## config.mk

```make
export PLATFORM = sky130hd
export DESIGN_NAME = shared_mem_arbiter_flat
export DESIGN_NICKNAME = d
export VERILOG_FILES = /design/src/rtl/shared_mem_arbiter_if.sv /design/src/rtl/shared_mem_arbiter.sv /design/src/flat_wrapper.sv
export SDC_FILE = /design/constraint.sdc
export NUM_CORES = 1
export LEC_CHECK = 0
export BUFFER_PORTS_ARGS = -buffer_cell sky130_fd_sc_hd__buf_2
export CAP_MARGIN = 15
export CORE_ASPECT_RATIO = 0.6
export CORE_MARGIN = 5
export CORE_UTILIZATION = 40
export DETAILED_ROUTE_END_ITERATION = 8
export GPL_TIMING_DRIVEN = 0
export PLACE_DENSITY = 0.71
export SETUP_SLACK_MARGIN = 0.4
export SYNTH_ARGS = -nofsm -noshare
export SYNTH_HDL_FRONTEND = slang
export SYNTH_SLANG_ARGS = --single-unit
export TNS_END_PERCENT = 50
```

## constraint.sdc

```tcl
create_clock -name i_clk -period 2 [get_ports i_clk]
set_input_delay 0.2 -clock i_clk [delete_from_list [all_inputs] [get_ports i_clk]]
set_output_delay 0.2 -clock i_clk [all_outputs]
set_load 0.05 [all_outputs]
```

## src/rtl/shared_mem_arbiter_if.sv

```systemverilog
// Handshake bundle between the fetch/data requesters, the arbiter and the unified memory.
interface shared_mem_arbiter_if #(
  parameter int ADDR_W = 32,
  parameter int DATA_W = 32
);
  logic              if_req;
  logic [ADDR_W-1:0] if_addr;
  logic              if_ack;
  logic [DATA_W-1:0] if_rdata;

  logic              d_req;
  logic              d_we;
  logic [2:0]        d_func3;
  logic [ADDR_W-1:0] d_addr;
  logic [DATA_W-1:0] d_wdata;
  logic              d_ack;
  logic [DATA_W-1:0] d_rdata;

  logic              mem_req;
  logic              mem_we;
  logic [2:0]        mem_func3;
  logic [ADDR_W-1:0] mem_addr;
  logic [DATA_W-1:0] mem_wdata;
  logic              mem_ack;
  logic [DATA_W-1:0] mem_rdata;

  modport slave (
    input  if_req, if_addr, d_req, d_we, d_func3, d_addr, d_wdata, mem_ack, mem_rdata,
    output if_ack, if_rdata, d_ack, d_rdata, mem_req, mem_we, mem_func3, mem_addr, mem_wdata
  );

  modport master (
    output if_req, if_addr, d_req, d_we, d_func3, d_addr, d_wdata, mem_ack, mem_rdata,
    input  if_ack, if_rdata, d_ack, d_rdata, mem_req, mem_we, mem_func3, mem_addr, mem_wdata
  );
endinterface

```

## src/rtl/shared_mem_arbiter.sv

```systemverilog
// Unified-memory arbiter: data access beats instruction fetch; all outputs registered.
// Define FETCH_STARVE_GUARD_EN to force a fetch grant after MAX_D_STREAK back-to-back data grants.
//
// state   | meaning
// IDLE    | no transaction; grant the next request unless halted
// D_WAIT  | data transaction on the memory bus, waiting for mem_ack
// IF_WAIT | fetch transaction on the memory bus, waiting for mem_ack
// RESP    | ack pulse to the winner; requests ignored this cycle
module shared_mem_arbiter #(
  parameter int ADDR_W       = 32,
  parameter int DATA_W       = 32,
  parameter int MAX_D_STREAK = 4
) (
  input  logic                i_clk,
  input  logic                i_rst_n,
  input  logic                i_halt,
  shared_mem_arbiter_if.slave bus,
  output logic                o_busy
);

  typedef enum logic [1:0] {IDLE, D_WAIT, IF_WAIT, RESP} state_t;

  state_t            r_state,     w_state_nxt;
  logic              r_mem_req,   w_mem_req_nxt;
  logic              r_mem_we,    w_mem_we_nxt;
  logic [2:0]        r_mem_func3, w_mem_func3_nxt;
  logic [ADDR_W-1:0] r_mem_addr,  w_mem_addr_nxt;
  logic [DATA_W-1:0] r_mem_wdata, w_mem_wdata_nxt;
  logic              r_if_ack,    w_if_ack_nxt;
  logic              r_d_ack,     w_d_ack_nxt;
  logic [DATA_W-1:0] r_if_rdata,  w_if_rdata_nxt;
  logic [DATA_W-1:0] r_d_rdata,   w_d_rdata_nxt;
  logic              r_busy,      w_busy_nxt;
  logic              w_grant_d;

`ifdef FETCH_STARVE_GUARD_EN
  logic [3:0] r_streak, w_streak_nxt;
  logic       w_fetch_turn;

  // Fetch has waited through MAX_D_STREAK data grants: it takes the next slot.
  assign w_fetch_turn = bus.if_req && (r_streak == 4'(MAX_D_STREAK));
  assign w_grant_d    = bus.d_req && !w_fetch_turn;

  always_ff @(posedge i_clk or negedge i_rst_n) begin
    if (!i_rst_n) r_streak <= 4'd0;
    else          r_streak <= w_streak_nxt;
  end
`else
  logic [3:0] w_unused_max_streak;

  assign w_unused_max_streak = 4'(MAX_D_STREAK);
  assign w_grant_d           = bus.d_req;
`endif

  always_comb begin
    w_state_nxt     = r_state;
    w_mem_req_nxt   = r_mem_req;
    w_mem_we_nxt    = r_mem_we;
    w_mem_func3_nxt = r_mem_func3;
    w_mem_addr_nxt  = r_mem_addr;
    w_mem_wdata_nxt = r_mem_wdata;
    w_if_ack_nxt    = 1'b0;
    w_d_ack_nxt     = 1'b0;
    w_if_rdata_nxt  = r_if_rdata;
    w_d_rdata_nxt   = r_d_rdata;
    w_busy_nxt      = r_busy;
`ifdef FETCH_STARVE_GUARD_EN
    w_streak_nxt    = r_streak;
`endif
    case (r_state)
      IDLE: begin
        if (!i_halt) begin
          if (w_grant_d) begin
            w_state_nxt     = D_WAIT;
            w_mem_req_nxt   = 1'b1;
            w_mem_we_nxt    = bus.d_we;
            w_mem_func3_nxt = bus.d_func3;
            w_mem_addr_nxt  = bus.d_addr;
            w_mem_wdata_nxt = bus.d_wdata;
            w_busy_nxt      = 1'b1;
`ifdef FETCH_STARVE_GUARD_EN
            w_streak_nxt    = bus.if_req ? r_streak + 4'd1 : 4'd0;
`endif
          end else if (bus.if_req) begin
            w_state_nxt     = IF_WAIT;
            w_mem_req_nxt   = 1'b1;
            w_mem_we_nxt    = 1'b0;
            w_mem_func3_nxt = 3'b010;
            w_mem_addr_nxt  = bus.if_addr;
            w_mem_wdata_nxt = '0;
            w_busy_nxt      = 1'b1;
`ifdef FETCH_STARVE_GUARD_EN
            w_streak_nxt    = 4'd0;
`endif
          end
        end
      end
      D_WAIT: begin
        if (bus.mem_ack) begin
          w_state_nxt   = RESP;
          w_mem_req_nxt = 1'b0;
          w_d_ack_nxt   = 1'b1;
          w_d_rdata_nxt = bus.mem_rdata;
          w_busy_nxt    = 1'b0;
        end
      end
      IF_WAIT: begin
        if (bus.mem_ack) begin
          w_state_nxt    = RESP;
          w_mem_req_nxt  = 1'b0;
          w_if_ack_nxt   = 1'b1;
          w_if_rdata_nxt = bus.mem_rdata;
          w_busy_nxt     = 1'b0;
        end
      end
      RESP:    w_state_nxt = IDLE;
      default: w_state_nxt = IDLE;
    endcase
  end

  always_ff @(posedge i_clk or negedge i_rst_n) begin
    if (!i_rst_n) begin
      r_state     <= IDLE;
      r_mem_req   <= 1'b0;
      r_mem_we    <= 1'b0;
      r_mem_func3 <= 3'b000;
      r_mem_addr  <= '0;
      r_mem_wdata <= '0;
      r_if_ack    <= 1'b0;
      r_d_ack     <= 1'b0;
      r_if_rdata  <= '0;
      r_d_rdata   <= '0;
      r_busy      <= 1'b0;
    end else begin
      r_state     <= w_state_nxt;
      r_mem_req   <= w_mem_req_nxt;
      r_mem_we    <= w_mem_we_nxt;
      r_mem_func3 <= w_mem_func3_nxt;
      r_mem_addr  <= w_mem_addr_nxt;
      r_mem_wdata <= w_mem_wdata_nxt;
      r_if_ack    <= w_if_ack_nxt;
      r_d_ack     <= w_d_ack_nxt;
      r_if_rdata  <= w_if_rdata_nxt;
      r_d_rdata   <= w_d_rdata_nxt;
      r_busy      <= w_busy_nxt;
    end
  end

  assign bus.mem_req   = r_mem_req;
  assign bus.mem_we    = r_mem_we;
  assign bus.mem_func3 = r_mem_func3;
  assign bus.mem_addr  = r_mem_addr;
  assign bus.mem_wdata = r_mem_wdata;
  assign bus.if_ack    = r_if_ack;
  assign bus.if_rdata  = r_if_rdata;
  assign bus.d_ack     = r_d_ack;
  assign bus.d_rdata   = r_d_rdata;
  assign o_busy        = r_busy;

endmodule

```

## src/flat_wrapper.sv

```systemverilog
// flat-port wrapper written by rule: the top's interface ports become plain ports
module shared_mem_arbiter_flat 
#(
  parameter int ADDR_W       = 32,
  parameter int DATA_W       = 32,
  parameter int MAX_D_STREAK = 4
)
  (i_clk, i_rst_n, i_halt, o_busy, bus_if_req, bus_if_addr, bus_d_req, bus_d_we, bus_d_func3, bus_d_addr, bus_d_wdata, bus_mem_ack, bus_mem_rdata, bus_if_ack, bus_if_rdata, bus_d_ack, bus_d_rdata, bus_mem_req, bus_mem_we, bus_mem_func3, bus_mem_addr, bus_mem_wdata);
  shared_mem_arbiter_if #(.ADDR_W(ADDR_W), .DATA_W(DATA_W)) bus_i ();
  input  logic i_clk;
  input  logic i_rst_n;
  input  logic i_halt;
  output logic o_busy;
  input wire logic [$bits(bus_i.if_req)-1:0] bus_if_req;
  input wire logic [$bits(bus_i.if_addr)-1:0] bus_if_addr;
  input wire logic [$bits(bus_i.d_req)-1:0] bus_d_req;
  input wire logic [$bits(bus_i.d_we)-1:0] bus_d_we;
  input wire logic [$bits(bus_i.d_func3)-1:0] bus_d_func3;
  input wire logic [$bits(bus_i.d_addr)-1:0] bus_d_addr;
  input wire logic [$bits(bus_i.d_wdata)-1:0] bus_d_wdata;
  input wire logic [$bits(bus_i.mem_ack)-1:0] bus_mem_ack;
  input wire logic [$bits(bus_i.mem_rdata)-1:0] bus_mem_rdata;
  output wire logic [$bits(bus_i.if_ack)-1:0] bus_if_ack;
  output wire logic [$bits(bus_i.if_rdata)-1:0] bus_if_rdata;
  output wire logic [$bits(bus_i.d_ack)-1:0] bus_d_ack;
  output wire logic [$bits(bus_i.d_rdata)-1:0] bus_d_rdata;
  output wire logic [$bits(bus_i.mem_req)-1:0] bus_mem_req;
  output wire logic [$bits(bus_i.mem_we)-1:0] bus_mem_we;
  output wire logic [$bits(bus_i.mem_func3)-1:0] bus_mem_func3;
  output wire logic [$bits(bus_i.mem_addr)-1:0] bus_mem_addr;
  output wire logic [$bits(bus_i.mem_wdata)-1:0] bus_mem_wdata;
  assign bus_i.if_req = bus_if_req;
  assign bus_i.if_addr = bus_if_addr;
  assign bus_i.d_req = bus_d_req;
  assign bus_i.d_we = bus_d_we;
  assign bus_i.d_func3 = bus_d_func3;
  assign bus_i.d_addr = bus_d_addr;
  assign bus_i.d_wdata = bus_d_wdata;
  assign bus_i.mem_ack = bus_mem_ack;
  assign bus_i.mem_rdata = bus_mem_rdata;
  assign bus_if_ack = bus_i.if_ack;
  assign bus_if_rdata = bus_i.if_rdata;
  assign bus_d_ack = bus_i.d_ack;
  assign bus_d_rdata = bus_i.d_rdata;
  assign bus_mem_req = bus_i.mem_req;
  assign bus_mem_we = bus_i.mem_we;
  assign bus_mem_func3 = bus_i.mem_func3;
  assign bus_mem_addr = bus_i.mem_addr;
  assign bus_mem_wdata = bus_i.mem_wdata;
  shared_mem_arbiter #(.ADDR_W(ADDR_W), .DATA_W(DATA_W), .MAX_D_STREAK(MAX_D_STREAK)) u_core (.i_clk(i_clk), .i_rst_n(i_rst_n), .i_halt(i_halt), .bus(bus_i), .o_busy(o_busy));
endmodule
```

# After elaboration in Yosys (flattened, before gate mapping)
# Index checks and enable logic that the tools add are counted.
# W data, S select, Z words.
[totals]
reg_bits = 137
in_bits = 138
output_inout_bits = 136
elab_cells = 47
[classes]
n_eq_ne = 6
muxes = 21
n_bitwise = 1
n_reduce_logical = 9
[op_table]
columns = ["operator", "n"]
rows = [
  ["$mux W32", 4],
  ["$mux W1", 9],
  ["$mux W2", 4],
  ["$mux W3", 2],
  ["$pmux W2 S3", 1],
  ["$reduce_and A3 Y1", 2],
  ["$eq A2 B2 Y1 const B", 2],
  ["$reduce_and A2 Y1", 2],
  ["$reduce_and A4 Y1", 1],
  ["$reduce_bool A2 Y1", 2],
  ["$ne A3 B3 Y1 const B", 1],
  ["$eq A2 B1 Y1 const B", 1],
  ["$logic_not A2 Y1", 1],
  ["$ne A2 B1 Y1 const B", 1],
  ["$ne A2 B2 Y1 const B", 1],
  ["$pmux W1 S2", 1],
  ["$reduce_or A2 Y1", 1],
  ["$not A1 Y1", 1],
]

# Longest topological paths before layout
# Gate-level depths: netlist (run 1).
[logic_depth]
depth_word = 4
depth_mapped = 7
mapped_depth_nobuf = 5

# Worst setup path before layout (run 1)
# OpenSTA, ideal clock, no wires.
[synth_path]
kind = "register to register"
from = "register u_core.r_state[0]"
to = "register u_core.r_mem_func3[0] (netlist: u_core.bus.mem_func3[0])"
setup_time_ns = 0.076
arrival_ns = 1.357
required_time_ns = 1.924
slack_ns = 0.566
path_stages_with_launch = 8
n_path_buf = 2
period_less_slack_ns = 1.434
path_cell_list = "dfrtp_1 > inv_1 > ha_1 > inv_2 > clkbuf_1 > clkbuf_1 > o21ai_0 > o21ai_1"
[synth_via]
elab_chain_cells = 2
[synth_lines]
columns = ["element", "line_no", "text"]
rows = [
  ["start: declaration", "shared_mem_arbiter.sv:23", "state_t r_state, w_state_nxt;"],
  ["start signal: assignment", "shared_mem_arbiter.sv:135", "r_state <= w_state_nxt;"],
  ["$logic_not A2 Y1", "shared_mem_arbiter.sv:70", "case (r_state)"],
  ["$reduce_and A3 Y1 (no line)", "--", ""],
  ["end signal: assignment", "shared_mem_arbiter.sv:138", "r_mem_func3 <= w_mem_func3_nxt;"],
  ["end: declaration", "shared_mem_arbiter.sv:26", "logic [2:0] r_mem_func3, w_mem_func3_nxt;"],
]
# Every way passes these cells.
# A chain may end at the register's enable or synchronous reset.

# Worst setup path after layout (run 1)
[layout_path]
from = "register u_core.r_state[0]"
to = "register u_core.r_mem_wdata[1] (netlist: u_core.bus.mem_wdata[1])"
[layout_via]
elab_chain_cells = 2
[layout_lines]
columns = ["element", "line_no", "text"]
rows = [
  ["$logic_not A2 Y1", "shared_mem_arbiter.sv:70", ""],
  ["$reduce_and A3 Y1 (no line)", "--", ""],
  ["end signal: assignment", "shared_mem_arbiter.sv:140", "r_mem_wdata <= w_mem_wdata_nxt;"],
  ["end: declaration", "shared_mem_arbiter.sv:28", "logic [DATA_W-1:0] r_mem_wdata, w_mem_wdata_nxt;"],
]
# Every way passes these cells.

==> results.yml, run 1 <==
layout:
  final_core_util_pct: 57.94
  fin_nets: 896
  diodes: 0
  drive_gt1_share_pct: 54.11
  synthToLayoutAreaGrowth_pct: 40.44
timing:
  post-route-period-util_pct: 76.02
  setup_viol: 0
  fmax_mhz: 657.7
  rsz0062_at_grt: "true"
  skew_ns: 0.01323
  maxSlewViolCount: 0
  fin_crit_ns: 1.520
  max_slew.worst_pin.slew_ns: 0.6194
  hold_violations: 0
  slew_headroom_pct: 58.71
clock_network:
  root_buffer: "clkbuf_16"
  clock_latency_ns: 0.40
  cts_num_sinks: 137
  numCtsBuffers: 17
  cts_tree: "built"
  clk_pin_slew_ns: 0.07
  cts_max_level: 4
  cts_setup_buffers: 0
  cts.path.max_buffers: 2
yosys:
  yosysMostFrequentCell: "dfrtp_1"
  synth_top_family_by_area: "multiplexers"
  synth-simple-area-share_pct: 2.837
  synthXorXnorAreaFrac_pct: 0
  synth_warnings: 0
  syn_area_sq_um: 5689
  synth-seq-area-share_pct: 60.26
  ys_seq_elements: 137
  synth_area_per_cell_sq_um: 12.34
  synthDistinctLibCells: 21
  syn_nets: 603
  yosys-mux-area-fraction_pct: 19.97
  async_flop_share_pct: 100.0
  synth_cells: 461
  synth_area_leaders: "dfrtp_1, mux2_2, o21ai_0"
  yosys.area.top_type_share_pct: 60.26
  synth_flop_cell: "dfrtp_1"
  synthTopCellsByCount: "dfrtp_1, o21ai_0, mux2_2"
  synth_edf_count: 0
  synth_largest_area_cell: "dfrtp_1"
  synthAdderAreaFrac_pct: 0.8797
  synth-compound-area-share_pct: 12.18
setup_path:
  rrSetupSlack_ns: 0.48
  worstPathRequired_ns: 2.27
  r2r_start: "u_core.r_state[0]"
  crit_arrival_ns: 1.79
  cp-endpoint: "u_core.bus.mem_wdata[1]"
  crit_path_start: "u_core.r_state[0]"
  crit_type: "register to register"
  r2r.worst_path.cells: 7
  startpoint_type: "register"
  worst-path-max-fanout: 10
  r2r_end: "u_core.bus.mem_wdata[1]"
  cp-end-kind: "register"
die:
  floorplan.initialDensity_pct: 41.25
  die_y_um: 102.4
  die_x_um: 164.0
  rows: 33
  ios: 274
  die_area_sq_um: 16790
  coreArea_sq_um: 13790
grt:
  grt_max_degree: 74
  grt.total_usage_pct: 19.55
  grt_first_pass_wirelength_um: 25750
  grt.overflow.total: 0
  antenna_found_initial: 0
  first_global_vias: 4972
placement:
  gp_congestion: 0.7894
  hpwl_um: 13000
  port_buffers: 272
min_path:
  hold_class: "input port to register"
  hold_depth: 3
drt:
  vias: 4752
  wire_per_inst_um: 17.27
  via_per_inst: 4.955
  drt_wl_total_um: 16560
  antenna_left: 0
  drc: 0
  drtIter0Drc: 278
  firstDrtPassIters: 5
power:
  total_power_uw: 16240
  cellPowerDensity_nw_per_um2: 2033
  ir_drop_v: 0.001176
  cellLeakagePower_uw: 0.004089
job:
  maxCapViolCount: 0
status:
  status: "completed"
-- how the worst min path moves through the flow --
stage | to | from | slack [ns]
2_1_floorplan | u_core.bus.d_ack | i_rst_n | -0.1
3_3_place_gp | u_core.bus.mem_wdata[26] | bus_d_wdata[26] | 0.44
3_5_place_dp | u_core.bus.if_rdata[29] | i_rst_n | 0.24
4_1_cts | u_core.bus.mem_wdata[29] | bus_d_wdata[29] | 0.01
5_1_grt | u_core.bus.mem_wdata[26] | bus_d_wdata[26] | 0.02
6_report | u_core.bus.mem_wdata[29] | bus_d_wdata[29] | 0.03
-- power breakdown --
group | total (uW) | internal [uW] | switching [uW]
sequential | 4670 | 4030 | 639
clock | 3170 | 1940 | 1240
combinational | 8400 | 2180 | 6220
-- registers in the layout, summed over array words and instances, names as in the netlist --
signal,cells
u_core.bus.mem_func3,3
u_core.bus.mem_we,1
u_core.bus.if_rdata,32
u_core.bus.if_ack,1
u_core.bus.d_ack,1
u_core.bus.mem_wdata,32
u_core.bus.d_rdata,32
u_core.bus.mem_req,1
u_core.bus.mem_addr,32
u_core.r_state,2
-- metal layers --
metal / track usage, % / share of wire [%] / vias up
met1: 24.19 / 41 / 2329
met3: 6.933 / 9.0 / 15
li1: - / - / 2199
met4: 5.348 / 1.2 / 0
met5: 0 / 0 / -
met2: 32.98 / 48 / 209
-- through the flow --
stage / setup TNS (ns) / cells / hold slack, ns / setup WS [ns] / cell area (sq um)
final: 0 / 959 / 0.03031 / 0.4796 / 7990
after global routing: 0 / 959 / 0.01871 / 0.3956 / 7990
after CTS: 0 / 959 / 0.01084 / 0.3524 / 7978
after detailed placement: 0 / 926 / 0.2421 / 0.04087 / 7325
after global placement: -137.43 / 925 / 0.4428 / -1.017 / 7291
after floorplan: 0 / 461 / -0.09559 / 0.5663 / 5689
-- cells by family after synthesis --
kind of cell / Yosys count
and+or+nand+nor: 41
adders and majority gates: 4
AOI/OAI and AO/OA: 135
DFF: 137
buffers and inverters: 41
muxes: 103
-- area by class of cell --
| class | count | area (sq um) |
|---|---|---|
| fillers | 1146 | 5801 |
| repair buffers | 274 | 1405 |
| clock inverters | 13 | 155.1 |
| multi-input cells | 283 | 2058 |
| clock buffers | 19 | 452.9 |
| plain buffers | 36 | 231.5 |
| flip-flops and latches | 137 | 3428 |
| inverters | 5 | 18.77 |
| well taps | 192 | 240.2 |
-- what timing repair did --
action / 4_1_cts / 5_1_grt
endpoints found under the hold margin: 64 / 0
hold buffers: 1 / 0
setup endpoints to repair: 109 / 51
resized for setup: 16 / 13
-- worst max-delay path, stage by stage (launching register included) --
cell and delay [ns]:
dfrtp_1 0.39, inv_2 0.11, ha_4 0.17, inv_2 0.04, clkbuf_4 0.18, buf_4 0.19
o21ai_0 0.20, o21ai_0 0.11
-- cell usage in the layout (no fill, tap or decap) --
| master | n |
|---|---|
| clkbuf_4 | 2 |
| buf_2 | 278 |
| ha_1 | 3 |
| clkbuf_8 | 2 |
| nand2_1 | 36 |
| inv_6 | 5 |
| inv_2 | 3 |
| a21oi_1 | 2 |
| buf_16 | 1 |
| clkinvlp_4 | 3 |
| dfrtp_1 | 137 |
| buf_6 | 6 |
| dlygate4sd3_1 | 1 |
| o21ba_4 | 1 |
| clkbuf_2 | 7 |
| nand2_2 | 3 |
| mux2i_1 | 31 |
| clkbuf_1 | 6 |
| mux2_2 | 68 |
| inv_1 | 2 |
| inv_8 | 1 |
| o21bai_1 | 1 |
| o21ai_0 | 105 |
| buf_4 | 9 |
| o2bb2ai_1 | 1 |
| nor2b_1 | 2 |
| clkbuf_16 | 17 |
| clkinv_4 | 2 |
| ha_4 | 1 |
| mux2_4 | 4 |
| bufinv_16 | 2 |
| o21ai_1 | 25 |
No activity file was read; power rests on OpenSTA's default activity.
==> run 2, diff against run 1 <==
--- a/config.mk
+++ b/config.mk
@@ -5,6 +5,7 @@
 export SDC_FILE = /design/constraint.sdc
 export NUM_CORES = 1
 export LEC_CHECK = 0
+export ABC_AREA = 1
 export BUFFER_PORTS_ARGS = -buffer_cell sky130_fd_sc_hd__buf_2
 export CAP_MARGIN = 15
 export CORE_ASPECT_RATIO = 0.6
==> constraint.sdc (replaced) <==
create_clock -name i_clk -period 1.5 [get_ports i_clk]
set_input_delay 0.15 -clock i_clk [delete_from_list [all_inputs] [get_ports i_clk]]
set_output_delay 0.15 -clock i_clk [all_outputs]
set_load 0.05 [all_outputs]
==> run 2 against run 1 <==
Against the previous run: the flow now finishes with violations (hold timing); worst setup slack worse by 0.35 ns; non-clock buffer count grew 72; sequential power grew 40%; synthesized area down 2.0%; wire length increased by 11%; maximum frequency increased by 11%; global-route usage is 2.6 points higher; clock power increased by 27%; critical path depth did not move; via count increased by 16%; first-iteration DRC count up 4.7%; largest cell class unchanged; highest routed layer unchanged.
==> results.yml, run 2 <==
status:
  status: "finished, violations left"
  violations: "hold timing"
grt:
  grt_first_pass_wirelength_um: 28880
  grt.total_usage_pct: 22.13
  grt.overflow.total: 0
  antenna_found_initial: 0
  grt_max_degree: 73
  first_global_vias: 5674
setup_path:
  cp_slowest_cell: "dfrtp_1"
  r2r.worst_path.cells: 7
  worstPathRequired_ns: 1.79
  worst-path-max-fanout: 9
  rrSetupSlack_ns: 0.13
  r2r_end: "u_core.bus.mem_wdata[13]"
  cp-end-kind: "register"
  r2r_start: "u_core.r_state[0]"
  crit_type: "register to register"
  crit_arrival_ns: 1.66
  cp-endpoint: "u_core.bus.mem_wdata[13]"
  crit_chain: "inv_2, ha_4, nand3_4, buf_12, clkbuf_16, nand2_1, o21ai_1"
  startpoint_type: "register"
  crit_path_start: "u_core.r_state[0]"
  cpPeakStageDelay_ns: 0.41
die:
  ios: 274
  floorplan.initialDensity_pct: 40.79
  die_y_um: 101.5
  die_x_um: 162.4
  rows: 33
  coreArea_sq_um: 13670
  die_area_sq_um: 16480
clock_network:
  root_buffer: "clkbuf_16"
  clk_pin_slew_ns: 0.07
  cts_tree: "built"
  numCtsBuffers: 17
  clock_latency_ns: 0.41
  cts_max_level: 4
  cts_num_sinks: 137
  cts.path.max_buffers: 2
drt:
  vias: 5512
  wire_per_inst_um: 15.65
  drtIter0Drc: 291
  firstDrtPassIters: 4
  drt_wl_total_um: 18420
  via_per_inst: 4.683
  drc: 0
  antenna_left: 0
yosys:
  async_flop_share_pct: 100.0
  synth_area_per_cell_sq_um: 9.155
  ys_seq_elements: 137
  synth_flop_cell: "dfrtp_1"
  synth_edf_count: 0
  yosys.area.top_type_share_pct: 61.49
  synth_cells: 609
  synth-seq-area-share_pct: 61.49
  synth_largest_area_cell: "dfrtp_1"
  synthDistinctLibCells: 17
  syn_nets: 751
  yosysMostFrequentCell: "nand2_1"
  synthTopCellsByCount: "nand2_1, dfrtp_1, o21ai_0"
  synth_area_leaders: "dfrtp_1, nand2_1, o21ai_0"
  synth_warnings: 0
  syn_area_sq_um: 5575
timing:
  rsz0062_at_grt: "true"
  post-route-period-util_pct: 91.36
  setup_viol: 0
  maxSlewViolCount: 0
  skew_ns: 0.007588
  fin_crit_ns: 1.370
  worst_hold_slack_ns: -0.2744
  slew_headroom_pct: 58.30
  hold_violations: 65
  fmax_mhz: 729.7
  setup-tns-final_ns: 0
  max_slew.worst_pin.slew_ns: 0.6255
layout:
  diodes: 0
  final-seq-area_sq_um: 3428
  final_core_util_pct: 67.06
  drive_gt1_share_pct: 46.50
  multi_input_area_sq_um: 2118
  final.fill_count: 1109
  final_cell_mix: "buf_2, nand2_1, dfrtp_1, o21ai_0, o21ai_1"
  final_common_cell: "buf_2"
  synthToLayoutAreaGrowth_pct: 64.39
  fin_nets: 1114
job:
  maxCapViolCount: 0
placement:
  hpwl_um: 12560
  port_buffers: 273
  gp_congestion: 0.8208
min_path:
  hold_class: "input port to async pin"
power:
  ir_drop_v: 0.001521
  cellPowerDensity_nw_per_um2: 2553
  cellLeakagePower_uw: 0.004876
-- run 2: cell families (layout without fill, tap and decap cells) --
kind of cell / Yosys count / count (layout) / share of synthesized area [%]
AOI/OAI and AO/OA: 167 / 167 / 14.99
buffers and inverters: 80 / 455 / 5.924
adders and majority gates: 4 / 4 / 0.8977
DFF: 137 / 137 / 61.49
and+or+nand+nor: 221 / 222 / 16.70
-- run 2: power by group --
group	internal, uW	total, uW	switching [uW]
logic	3590	12900	9260
registers	5440	6520	1090
clock network	2330	4020	1690
-- run 2: worst min-delay path by stage --
stage	start	endpoint	slack [ns]	depth (start not counted)
after floorplan	i_rst_n	u_core.bus.d_ack	-0.15	0
after global placement	bus_d_we	u_core.bus.mem_we	0.39	3
after detailed placement	i_rst_n	u_core.bus.d_rdata[16]	0.18	1
after CTS	i_rst_n	u_core.bus.d_rdata[16]	-0.26	1
after global routing	i_rst_n	u_core.bus.d_ack	-0.23	1
final	i_rst_n	u_core.bus.d_rdata[16]	-0.27	1
-- run 2: what timing repair did --
action | 4_1_cts | 5_1_grt
endpoints found under the hold margin | 115 | 66
setup buffers | 10 | 1
endpoints found under the setup margin | 273 | 273
resized for setup | 145 | 68
hold buffers | 45 | 1
pin swaps | 8 | 5
cloned | 10 | 3
-- run 2: critical path: cells and delay by family (launching register included) --
| family | cells | cell delay [ns] |
|---|---|---|
| flops | 1 | 0.41 |
| fa+ha+maj | 1 | 0.19 |
| simple gates | 2 | 0.17 |
| compound gates | 1 | 0.06 |
| buf+inv | 3 | 0.44 |
-- run 2: metal layers --
metal	GRT usage [%]	vias to the layer above	part of all wire, %
met5	0	-	0
met4	7.407	0	2.2
met3	6.466	36	8.0
met2	36.78	214	47
met1	28.18	2571	43
li1	-	2691	-
-- run 2: cell type report --
type	count	share of cell area (%)
clock inverters	14	1.543
multi-input cells	393	23.11
flip-flops and latches	137	37.41
inverters	41	1.679
clock buffers	18	4.683
plain buffers	39	5.420
repair buffers	343	23.54
well taps	192	2.621
-- run 2: metrics by stage --
step / power (uW) / cell area [sq um] / cells / setup WS [ns]
finish: 23400 / 9165 / 1177 / 0.1296
detailed placement: 17710 / 7283 / 1075 / 0.02326
global route: 24620 / 9165 / 1177 / 0.07239
CTS: 22940 / 8879 / 1172 / 0.1317
global placement: 17550 / 7249 / 1074 / -1.594
floorplan: 14660 / 5643 / 609 / 0.2598
==> run 3, diff against run 2 <==
==> constraint.sdc (replaced) <==
create_clock -name i_clk -period 1.5 [get_ports i_clk]
set_input_delay 0 -clock i_clk [delete_from_list [all_inputs] [get_ports i_clk]]
set_output_delay 0 -clock i_clk [all_outputs]
set_load 0.05 [all_outputs]
==> run 3 against run 2 <==
Against the previous run: the run now ends clean; largest power group unchanged; clock power is essentially flat; worst setup slack better by 0.025 ns; sequential power shrank 1%; cell area increased by 4.7%; die area unchanged; clock skew fell by 0.00096 ns; clock-buffer cell count unchanged; critical path type unchanged; maximum frequency is 1.9% higher.
==> results.yml, run 3 (same netlist as run 2, synthesis figures left out) <==
min_path:
  hold_class: "input port to register"
layout:
  final_cell_mix: "buf_2, nand2_1, dfrtp_1, dlygate4sd3_1, o21ai_0"
  final_common_cell: "buf_2"
  drive_gt1_share_pct: 39.94
  synthToLayoutAreaGrowth_pct: 72.08
  fin_nets: 1188
  diodes: 0
timing:
  slew_headroom_pct: 58.65
  fin_ws_ns: 0.1550
  hold_violations: 0
  max_slew.worst_pin.slew_ns: 0.6202
  post-route-period-util_pct: 89.67
  fin_crit_ns: 1.345
  setup_viol: 0
  worst_hold_slack_ns: 0.002764
  skew_ns: 0.006630
  maxSlewViolCount: 0
  rsz0062_at_grt: "true"
  fmax_mhz: 743.5
  setup-tns-final_ns: 0
setup_path:
  crit_chain: "inv_2, ha_4, nand3_4, buf_8, buf_6, nand2_1, o21ai_2"
  crit_buf_inv: 3
  cp-end-kind: "register"
  worstPathRequired_ns: 1.79
  crit_type: "register to register"
  cp_slowest_cell: "dfrtp_1"
  cpPeakStageDelay_ns: 0.41
  startpoint_type: "register"
  crit_arrival_ns: 1.64
  critPathTopFamily: "buffers and inverters"
  worst-path-max-fanout: 10
die:
  die_y_um: 101.5
  coreArea_sq_um: 13670
  floorplan.initialDensity_pct: 40.79
  die_area_sq_um: 16480
  die_x_um: 162.4
  ios: 274
  rows: 33
power:
  cellPowerDensity_nw_per_um2: 2388
  cellLeakagePower_uw: 0.005040
  power_frac_seq_pct: 28.1
  comb_power_share_pct: 54.3
  swShare_pct: 51.91
  ir_drop_v: 0.001510
  power.switching_uw: 11890
  clockPowerShare_pct: 17.6
  total_power_uw: 22910
  p_int_uw: 11020
clock_network:
  clk_pin_slew_ns: 0.06
  cts_num_sinks: 137
  cts.path.max_buffers: 2
  numCtsBuffers: 17
  cts_max_level: 4
  root_buffer: "clkbuf_16"
  cts_tree: "built"
  clock_latency_ns: 0.40
placement:
  dp_slack_ns: 0.02326
  port_buffers: 273
  gp_congestion: 0.8208
  hpwl_um: 12560
drt:
  firstDrtPassIters: 5
  drt_wl_total_um: 20390
  wire_per_inst_um: 16.30
  via_per_inst: 4.811
  vias: 6018
  drtIter0Drc: 338
  drc: 0
  antenna_left: 0
grt:
  antenna_found_initial: 0
  grt_first_pass_wirelength_um: 32090
  grt_max_degree: 73
  grt.overflow.total: 0
  grt.total_usage_pct: 24.55
  first_global_vias: 6275
status:
  status: "completed"
job:
  maxCapViolCount: 0
[run 3: cell types whose count changed in the layout (fill, tap and decap cells not counted), moves of 6 or more]
cell,previous run,this run
nand2_1,145,164
o21ai_1,70,64
dlygate4sd3_1,46,128
o21ai_0,74,86
o21ai_2,23,17
buf_8,12,6
nand2_4,17,3
[run 3: cell type report]
cell class	count	area, sq um
multi-input cells	393	1968
flip-flops and latches	137	3428
inverters	41	153.9
clock inverters	14	141.4
repair buffers	417	2818
clock buffers	18	429.2
plain buffers	39	415.4
well taps	192	240.2
fillers	983	4073
[run 3: power groups by stage]
| stage | clock, uW | combinational [uW] | sequential, uW |
|---|---|---|---|
| final | 4030 | 12400 | 6440 |
| after global routing | 4290 | 13200 | 6630 |
| after CTS | 4100 | 12200 | 6370 |
| after detailed placement | 0 | 11300 | 6380 |
| after global placement | 0 | 11200 | 6360 |
| after floorplan | 0 | 2320 | 12300 |
[run 3: worst paths after layout]
| check | startpoint | to | slack [ns] | cells after the start |
|---|---|---|---|---|
| hold reg to reg | u_core.bus.if_rdata[11] | u_core.bus.if_rdata[11] | 0.48 | 2 |
| max in group asynchronous | i_rst_n | u_core.bus.mem_wdata[27] | 0.58 | 3 |
| min in group asynchronous | i_rst_n | u_core.bus.d_rdata[16] | 0.14 | 2 |
| setup / recovery | u_core.r_state[0] | u_core.bus.mem_wdata[27] | 0.16 | 7 |
| setup reg to reg | u_core.r_state[0] | u_core.bus.mem_wdata[27] | 0.16 | 7 |
| hold / removal | i_halt | u_core.r_state[1] | 0.003 | 5 |
[run 3: repair_timing]
item                       4_1_cts  5_1_grt
pin swaps                        3        1
gates cloned                     3        3
resized for setup               82       55
hold endpoints to repair       200        0
hold buffers                   128        0
setup endpoints to repair      139      141
setup buffers                    8        2
[run 3: per-stage QoR]
step	util, %	instances	area, sq um
after floorplan	-	609	5643
after global placement	53.04	1074	7249
after detailed placement	53.29	1075	7283
after CTS	69.33	1246	9475
after global routing	70.20	1251	9594
final	70.20	1251	9594
[run 3: per-layer routing]
metal / up-vias / part of all wire (%) / GRT usage, %
met4: 0 / 2.7 / 9.552
li1: 2844 / - / -
met2: 284 / 48 / 40.52
met3: 46 / 9.3 / 7.483
met1: 2844 / 40 / 30.76
met5: - / 0 / 0
[run 3: worst min-delay path, delay by kind of cell]
kind	cells	cell delay, ns
AND/OR/NAND/NOR	4	0.28
buffers and inverters	1	0.09
